`src/rtl/delta_weight_gen.sv`:
```
// Weight/bias delta generator: scales latched derivatives by each streamed pixel,
// divides by 2^LR_SHIFT (round toward zero) and saturates to NWBITS.
module delta_weight_gen #(
  parameter int unsigned NWBITS     = 16,
  parameter int unsigned NPIXEL     = 784,
  parameter int unsigned NCH        = 4,
  parameter int unsigned PIXEL_BITS = 1,
  parameter int unsigned LR_SHIFT   = 13,
  parameter int unsigned COUNT_BIT  = 10
) (
  input  logic                          clk,
  input  logic                          reset,
  input  logic                          start,
  input  logic [NCH*(NWBITS+1)-1:0]     derivative,
  input  logic [PIXEL_BITS-1:0]         pixel,
  input  logic                          pixel_valid,
  output logic                          busy,
  output logic [NCH*NWBITS-1:0]         delta_weight,
  output logic                          dw_valid,
  output logic [COUNT_BIT-1:0]          dw_index,
  output logic [NCH*NWBITS-1:0]         delta_bias,
  output logic                          bias_valid,
  output logic                          done
);

  localparam int unsigned DW = NWBITS + 1;
  localparam int unsigned PW = NWBITS + PIXEL_BITS + 2;

  localparam logic signed [PW-1:0] Rnd    = PW'((1 << LR_SHIFT) - 1);
  localparam logic signed [PW-1:0] SatMax = PW'((1 << (NWBITS - 1)) - 1);
  localparam logic signed [PW-1:0] SatMin = ~SatMax;
  localparam logic [COUNT_BIT-1:0] Last   = COUNT_BIT'(NPIXEL - 1);

  typedef enum logic {StIdle, StRun} state_e;

  state_e                    state_q, state_d;
  logic [COUNT_BIT-1:0]      cnt_q, cnt_d;
  logic [NCH*DW-1:0]         deriv_q, deriv_d;
  logic [NCH*NWBITS-1:0]     dw_q, dw_d;
  logic                      dw_valid_q, dw_valid_d;
  logic [COUNT_BIT-1:0]      dw_index_q, dw_index_d;
  logic [NCH*NWBITS-1:0]     bias_q, bias_d;
  logic                      bias_valid_q, bias_valid_d;
  logic                      done_q, done_d;

  // Negative values get 2^LR_SHIFT-1 added so the arithmetic shift truncates toward zero.
  function automatic logic [NWBITS-1:0] scale_sat(input logic signed [PW-1:0] prod);
    logic signed [PW-1:0] adj;
    logic signed [PW-1:0] shr;
    adj = prod[PW-1] ? prod + Rnd : prod;
    shr = adj >>> LR_SHIFT;
    if (shr > SatMax) begin
      scale_sat = SatMax[NWBITS-1:0];
    end else if (shr < SatMin) begin
      scale_sat = SatMin[NWBITS-1:0];
    end else begin
      scale_sat = shr[NWBITS-1:0];
    end
  endfunction

  always_comb begin
    state_d      = state_q;
    cnt_d        = cnt_q;
    deriv_d      = deriv_q;
    dw_d         = '0;
    dw_valid_d   = 1'b0;
    dw_index_d   = '0;
    bias_d       = '0;
    bias_valid_d = 1'b0;
    done_d       = 1'b0;
    case (state_q)
      StIdle: begin
        if (start) begin
          state_d      = StRun;
          cnt_d        = '0;
          deriv_d      = derivative;
          bias_valid_d = 1'b1;
          for (int k = 0; k < int'(NCH); k++) begin
            bias_d[k*NWBITS +: NWBITS] = scale_sat(PW'($signed(derivative[k*DW +: DW])));
          end
        end
      end
      StRun: begin
        if (pixel_valid) begin
          dw_valid_d = 1'b1;
          dw_index_d = cnt_q;
          cnt_d      = cnt_q + COUNT_BIT'(1);
          for (int k = 0; k < int'(NCH); k++) begin
            dw_d[k*NWBITS +: NWBITS] =
                scale_sat(PW'($signed(deriv_q[k*DW +: DW])) * PW'($signed({1'b0, pixel})));
          end
          if (cnt_q == Last) begin
            done_d  = 1'b1;
            state_d = StIdle;
            cnt_d   = '0;
          end
        end
      end
      default: state_d = StIdle;
    endcase
  end

  always_ff @(posedge clk) begin
    if (reset) begin
      state_q      <= StIdle;
      cnt_q        <= '0;
      deriv_q      <= '0;
      dw_q         <= '0;
      dw_valid_q   <= 1'b0;
      dw_index_q   <= '0;
      bias_q       <= '0;
      bias_valid_q <= 1'b0;
      done_q       <= 1'b0;
    end else begin
      state_q      <= state_d;
      cnt_q        <= cnt_d;
      deriv_q      <= deriv_d;
      dw_q         <= dw_d;
      dw_valid_q   <= dw_valid_d;
      dw_index_q   <= dw_index_d;
      bias_q       <= bias_d;
      bias_valid_q <= bias_valid_d;
      done_q       <= done_d;
    end
  end

  assign busy         = (state_q == StRun);
  assign delta_weight = dw_q;
  assign dw_valid     = dw_valid_q;
  assign dw_index     = dw_index_q;
  assign delta_bias   = bias_q;
  assign bias_valid   = bias_valid_q;
  assign done         = done_q;

endmodule
```
`config.mk`:
```
export PLATFORM = sky130hd
export DESIGN_NAME = delta_weight_gen
export DESIGN_NICKNAME = d
export VERILOG_FILES = /design/src/rtl/delta_weight_gen.sv
export SDC_FILE = /design/constraint.sdc
export NUM_CORES = 1
export LEC_CHECK = 0
export ABC_CLOCK_PERIOD_IN_PS = 1600
export CAP_MARGIN = 5
export CORE_ASPECT_RATIO = 0.9
export CORE_MARGIN = 2
export CORE_UTILIZATION = 40
export DETAILED_ROUTE_END_ITERATION = 10
export GPL_ROUTABILITY_DRIVEN = 0
export PLACE_DENSITY = 0.76
export SKIP_CTS_REPAIR_TIMING = 1
export SYNTH_ARGS = -nofsm -noshare
export SYNTH_HDL_FRONTEND = slang
export SYNTH_SLANG_ARGS = --single-unit
```
`constraint.sdc`:
```
create_clock -name clk -period 1.6 [get_ports clk]
set_clock_uncertainty 0.2 [all_clocks]
set_input_delay 0.16 -clock clk [delete_from_list [all_inputs] [get_ports clk]]
set_output_delay 0.16 -clock clk [all_outputs]
set_load 0.005 [all_outputs]
```
==> out/results.ini, run 1 <==
[outcome]
status=complete, but fails checks
violations=setup timing

[timing]
rsz0062_at_grt=yes
hold_viol_final=0
min_period_ps=1720
worst_pin_slew_ps=421
final-setup-viol-count=4
drv_slew=0
fmax_ghz=0.580
setup_ws_ps=-124
slew_headroom_pct=71.7
hold_slack_ps=159
finalCritPeriodShare_pct=108

[clocking]
h-tree-depth=4
clk_transition_reported_paths_ps=60
root_buffer=clkbuf_16
cts_made_buffers=17
clk_path_buf_depth=2
cts.sinks=144
cts_tree=done
clkLatencyLatePin_ps=420

[synthesis]
synth_edf_count=0
ys.flop_type=dfxtp_1
synthXorXnorAreaFrac_pct=0.911
synth_top_family_by_area=compound AO/OA/AOI/OAI gates
synth_compound_area_share_pct=20.2
synth_fp_nets=654
synth_mux_area_share_pct=0.868
synthAdderAreaFrac_pct=0.217
avgSynthCellArea_um2=9.94
synth_cell_type_count=52
synth_area_um2=5770
synth_simple_gate_area_share_pct=14.5
synth_seq_cells=144
synth-async-reset-ratio_pct=0
yosys_warnings=0
synth_seq_area_share_pct=50.0
syn_inst=580

[finish]
synthToLayoutAreaGrowth_pct=66.7
layout-drive-gt1-share_pct=25.3
seq_area_um2=2940
fin_nets=880
utilization_pct=68.4
layout_commonest_cell=dlymetal6s2s_1
multiInputGateArea_um2=2430
final_cell_mix=dlymetal6s2s_1, dfxtp_1, buf_4
diodes=0
fill_cells=1001

[hold_path]
min_path_type=in -> reg

[power_and_ir_drop]
p_leak_nw=6.19
ir_drop_uv=757
switching_share_pct=23.1
p_comb_share_pct=12.5
pwr-share-seq_pct=42.1
p_sw_w=0.00214
clkPwrFrac_pct=45.4
p_per_area_nw_per_um2=963
p_int_w=0.00712

[global_routing]
grt_pass1_wl_mm=24.6
grt_max_degree=35
grt_pass1_vias=5081
antenna_found_initial=0
grt_overflow=0
track_usage_pct=20.4

[flow_run]
cap_violations=0

[floorplanning]
initial_utilization_pct=41.0
core-area_um2=14100
fp.dieH_um=118
rows=41
die_x_um=131
fp.dieArea_um2=15400
ioPinCount=215

[critical_path]
critPathMaxFanout=4
cp.arrival_ps=1830
start_kind=register
worstPathRequired_ps=1710
crit_type=reg -> reg
end_kind=register

[routing]
drt-vias-per-instance=5.34
drc=0
wl_mm=17.5
detail_route.wl_per_cell_um=17.3
dr_total_vias=5407
drt_iter0_drc=405
antenna_left=0
drt_pass1_iterations=5

[place]
port_buffers=214
dpl.hpwl_mm=11.5

-- state kept, by name (all words and copies together) (netlist names) --
register,flops
bias_valid,1
busy,1
cnt_q,10
delta_bias,24
delta_weight,28
deriv_q,68
done,1
dw_index,10
dw_valid,1
-- cells in the mapped netlist, types with 3 or more instances --
| cell type | count | area share [%] |
|---|---|---|
| nand2b_1 | 3 | 0.33 |
| clkbuf_1 | 8 | 0.52 |
| buf_2 | 14 | 1.2 |
| a41oi_1 | 26 | 3.9 |
| buf_4 | 79 | 10 |
| a31o_2 | 5 | 0.76 |
| and4_1 | 3 | 0.46 |
| nand3_1 | 5 | 0.43 |
| mux2i_1 | 5 | 0.87 |
| dfxtp_1 | 144 | 50 |
| nor2_1 | 28 | 1.8 |
| a21oi_1 | 16 | 1.4 |
| nand4_1 | 12 | 1.3 |
| or3_1 | 3 | 0.33 |
| buf_1 | 6 | 0.39 |
| a31oi_1 | 11 | 1.2 |
| inv_1 | 9 | 0.59 |
| a22o_1 | 56 | 8.5 |
| nor3_1 | 11 | 0.95 |
| a311oi_1 | 4 | 0.61 |
| a41o_1 | 6 | 1.0 |
| nor4_1 | 17 | 1.8 |
| and3_2 | 4 | 0.52 |
| nand2_1 | 52 | 3.4 |
| and2_1 | 11 | 1.2 |
| xnor2_1 | 4 | 0.61 |
| o21ai_0 | 5 | 0.43 |
-- path summary, 6_finish.rpt --
path | start | end | slack, ps | cells past startpoint
worst min register to register | deriv_q[33] | deriv_q[33] | 260 | 2
worst max-delay path | cnt_q[1] | cnt_q[9] | -120 | 5
worst max register to register | cnt_q[1] | cnt_q[9] | -120 | 5
worst min-delay path | derivative[18] | deriv_q[18] | 160 | 2
-- critical path, cell delays in order, from the launching register on --
cell,delay [ps]
dfxtp_4,360
ha_4,170
and4b_2,270
a41oi_2,150
and4_1,190
a311o_1,280
-- metrics by stage --
step	instance area, µm²	cells	TNS, ps	worst slack (ps)	power [W]
3_3_place_gp	8240	974	-18630	-330	0.00499
4_1_cts	8870	1006	-26030	-326	0.00922
3_5_place_dp	8240	974	-25430	-410	0.00503
6_report	9610	1012	-222	-124	0.00925
5_1_grt	9610	1012	-1110	-162	0.00957
2_1_floorplan	5790	580	0	29.5	0.00439
-- cell families (layout without fill, tap and decap cells) --
| group | after synthesis | after routing |
|---|---|---|
| buffers and inverters | 119 | 358 |
| muxes | 5 | 5 |
| DFF | 144 | 144 |
| AOI/OAI and AO/OA | 143 | 143 |
| xor gates and xnor gates | 6 | 6 |
| and+or+nand+nor | 162 | 162 |
| adders and majority gates | 1 | 1 |
-- power groups by stage --
| stage | clock [W] | sequential [W] | combinational [W] |
|---|---|---|---|
| final | 0.00420 | 0.00390 | 0.00116 |
| after global routing | 0.00441 | 0.00391 | 0.00124 |
| after CTS | 0.00426 | 0.00388 | 0.00109 |
| after detailed placement | 0 | 0.00395 | 0.00108 |
| after global placement | 0 | 0.00394 | 0.00105 |
| after floorplan | 0 | 0.00391 | 0.000478 |
-- layout make-up --
class | count | area share [%]
Timing Repair Buffer | 315 | 34.6
Inverter | 11 | 0.430
Sequential cell | 144 | 30.5
Clock buffer | 21 | 4.90
Clock inverter | 11 | 1.67
Multi-Input combinational cell | 317 | 25.3
Tap cell | 193 | 2.51
-- metal layers --
metal	GRT usage [%]	wire length [µm]	vias to the layer above	share of wire, %
met2	34.4	8830	235	51
met1	23.4	6940	2596	40
met5	0	0	-	0
met4	9.18	458	0	2.6
met3	6.59	1250	41	7.2
li1	-	-	2535	-
No activity file was read; power rests on OpenSTA's default activity.
==> inputs of run 2 (changes only) <==
--- a/config.mk
+++ b/config.mk
@@ -10,9 +10,10 @@
 export CORE_ASPECT_RATIO = 0.9
 export CORE_MARGIN = 2
 export CORE_UTILIZATION = 40
+export CTS_CLUSTER_SIZE = 20
 export DETAILED_ROUTE_END_ITERATION = 10
 export GPL_ROUTABILITY_DRIVEN = 0
-export PLACE_DENSITY = 0.76
+export PLACE_DENSITY_LB_ADDON = 0.1
 export SKIP_CTS_REPAIR_TIMING = 1
 export SYNTH_ARGS = -nofsm -noshare
 export SYNTH_HDL_FRONTEND = slang
==> run 2 against run 1 <==
  * Critical path depth did not move
  * Sequential power about the same
  * Utilization increased by 1.6 points
  * First-iteration DRC count decreased by 27%
  * Total power decreased by 3.1%
  * Global-route usage fell by 0.43 points
  * Critical endpoint unchanged
  * The flow still finishes with violations (setup timing)
  * Die area unchanged
  * Cell count grew 2.1%
  * Wire length fell by 4.7%
  * Worst hold slack improved by 21 ps
  * Flip-flop and latch count is the same
  * Design area is 2.4% higher
==> out/results.ini, run 2 (synthesized netlist as in run 1, its figures left out) <==
[critical_path]
critPathMaxFanout=4
worstPathRequired_ps=1700
crit_type=reg -> reg
end_kind=register
cp.arrival_ps=1760
start_kind=register

[timing]
drv_slew=0
hold_viol_final=0
fmax_ghz=0.604
final-setup-viol-count=3
setup_ws_ps=-56.6
slew_headroom_pct=74.3
rsz0062_at_grt=yes
finalCritPeriodShare_pct=104
fin_tns_setup_ps=-113
hold_slack_ps=180
worst_pin_slew_ps=385
min_period_ps=1660

[routing]
wl_mm=16.7
dr_total_vias=5232
drt-vias-per-instance=5.06
drt_pass1_iterations=5
drt_iter0_drc=294
detail_route.wl_per_cell_um=16.1
antenna_left=0
drc=0

[floorplanning]
fp.dieH_um=118
rows=41
fp.dieArea_um2=15400
ioPinCount=215
core-area_um2=14100
die_x_um=131
initial_utilization_pct=41.0

[clocking]
h-tree-depth=4
root_buffer=clkbuf_16
cts_made_buffers=17
clk_transition_reported_paths_ps=60
clkLatencyLatePin_ps=420
cts.sinks=144
cts_tree=done
clk_path_buf_depth=2

[place]
port_buffers=214
place_inst=983
dpl.hpwl_mm=11.4

[hold_path]
min_path_type=in -> reg

[power_and_ir_drop]
p_sw_w=0.00211
p_leak_nw=6.32
p_per_area_nw_per_um2=912
ir_drop_uv=743
p_comb_share_pct=13.8
p_int_w=0.00686
pwr-share-seq_pct=43.4
clkPwrFrac_pct=42.8
switching_share_pct=23.6

[finish]
largest_register_ff_count=68
diodes=0
fill_cells=1066
seq_area_um2=2940
synthToLayoutAreaGrowth_pct=70.6
layout_commonest_cell=dlymetal6s2s_1
multiInputGateArea_um2=2460
finalNonFillerCells=1033
fin_nets=901
regMostFlops=deriv_q
layout-drive-gt1-share_pct=28.1
final_cell_mix=dlymetal6s2s_1, dfxtp_1, buf_4

[global_routing]
antenna_found_initial=0
grt_pass1_vias=4899
grt_max_degree=39
track_usage_pct=20.0
grt_pass1_wl_mm=24.4
grt_overflow=0

[flow_run]
cap_violations=0

[outcome]
violations=setup timing
status=complete, but fails checks

==> run 2: cell types whose count changed in the layout (fill, tap and decap cells not counted), sizes merged <==
cell / previous run / this run
buf: 100 / 122
bufinv: 4 / 2
clkbuf: 22 / 20
clkinv: 5 / 8
clkinvlp: 2 / 1
inv: 11 / 12
==> run 2: critical path: stages (launching register included) <==
cell and delay [ps]:
dfxtp_4 350, ha_4 160, and4b_1 230, a41oi_2 150, and4_1 180, a311o_1 270
==> run 2: layout make-up <==
| class | instances | area share [%] |
|---|---|---|
| Sequential cell | 144 | 29.9 |
| Inverter | 11 | 0.420 |
| Timing Repair Buffer | 336 | 36.3 |
| Clock inverter | 12 | 1.16 |
| Multi-Input combinational cell | 317 | 25.1 |
| Tap cell | 193 | 2.45 |
| Clock buffer | 20 | 4.74 |
==> run 2: path summary, 6_finish.rpt <==
check | from | endpoint | slack, ps | cells past startpoint
min | derivative[21] | deriv_q[21] | 180 | 2
max | cnt_q[1] | cnt_q[9] | -60 | 5
max reg2reg | cnt_q[1] | cnt_q[9] | -60 | 5
min reg2reg | deriv_q[33] | deriv_q[33] | 250 | 2
==> run 2: through the flow <==
step           utilization [%]  total power [W]  setup WS [ps]  area, µm²
2_1_floorplan                -          0.00439           29.5       5790
4_1_cts                   63.4          0.00893           -290       8920
3_3_place_gp              59.3          0.00503           -329       8340
6_report                  70.0          0.00897          -56.6       9840
3_5_place_dp              59.3          0.00506           -380       8340
5_1_grt                   70.0          0.00934           -104       9840
==> run 2: per-layer routing <==
layer,wire length [µm],GRT usage (%),vias up
met5,0,0,-
met4,49,6.38,0
met3,1090,6.27,4
met2,8150,32.1,143
met1,7360,25.5,2517
li1,-,-,2568
==> run 2: power by group through the flow <==
stage               Combinational, W  Clock (W)  Sequential [W]
global placement             0.00109          0         0.00394
global route                 0.00133    0.00410         0.00391
finish                       0.00124    0.00384         0.00389
CTS                          0.00112    0.00394         0.00387
floorplan                   0.000478          0         0.00391
detailed placement           0.00111          0         0.00395
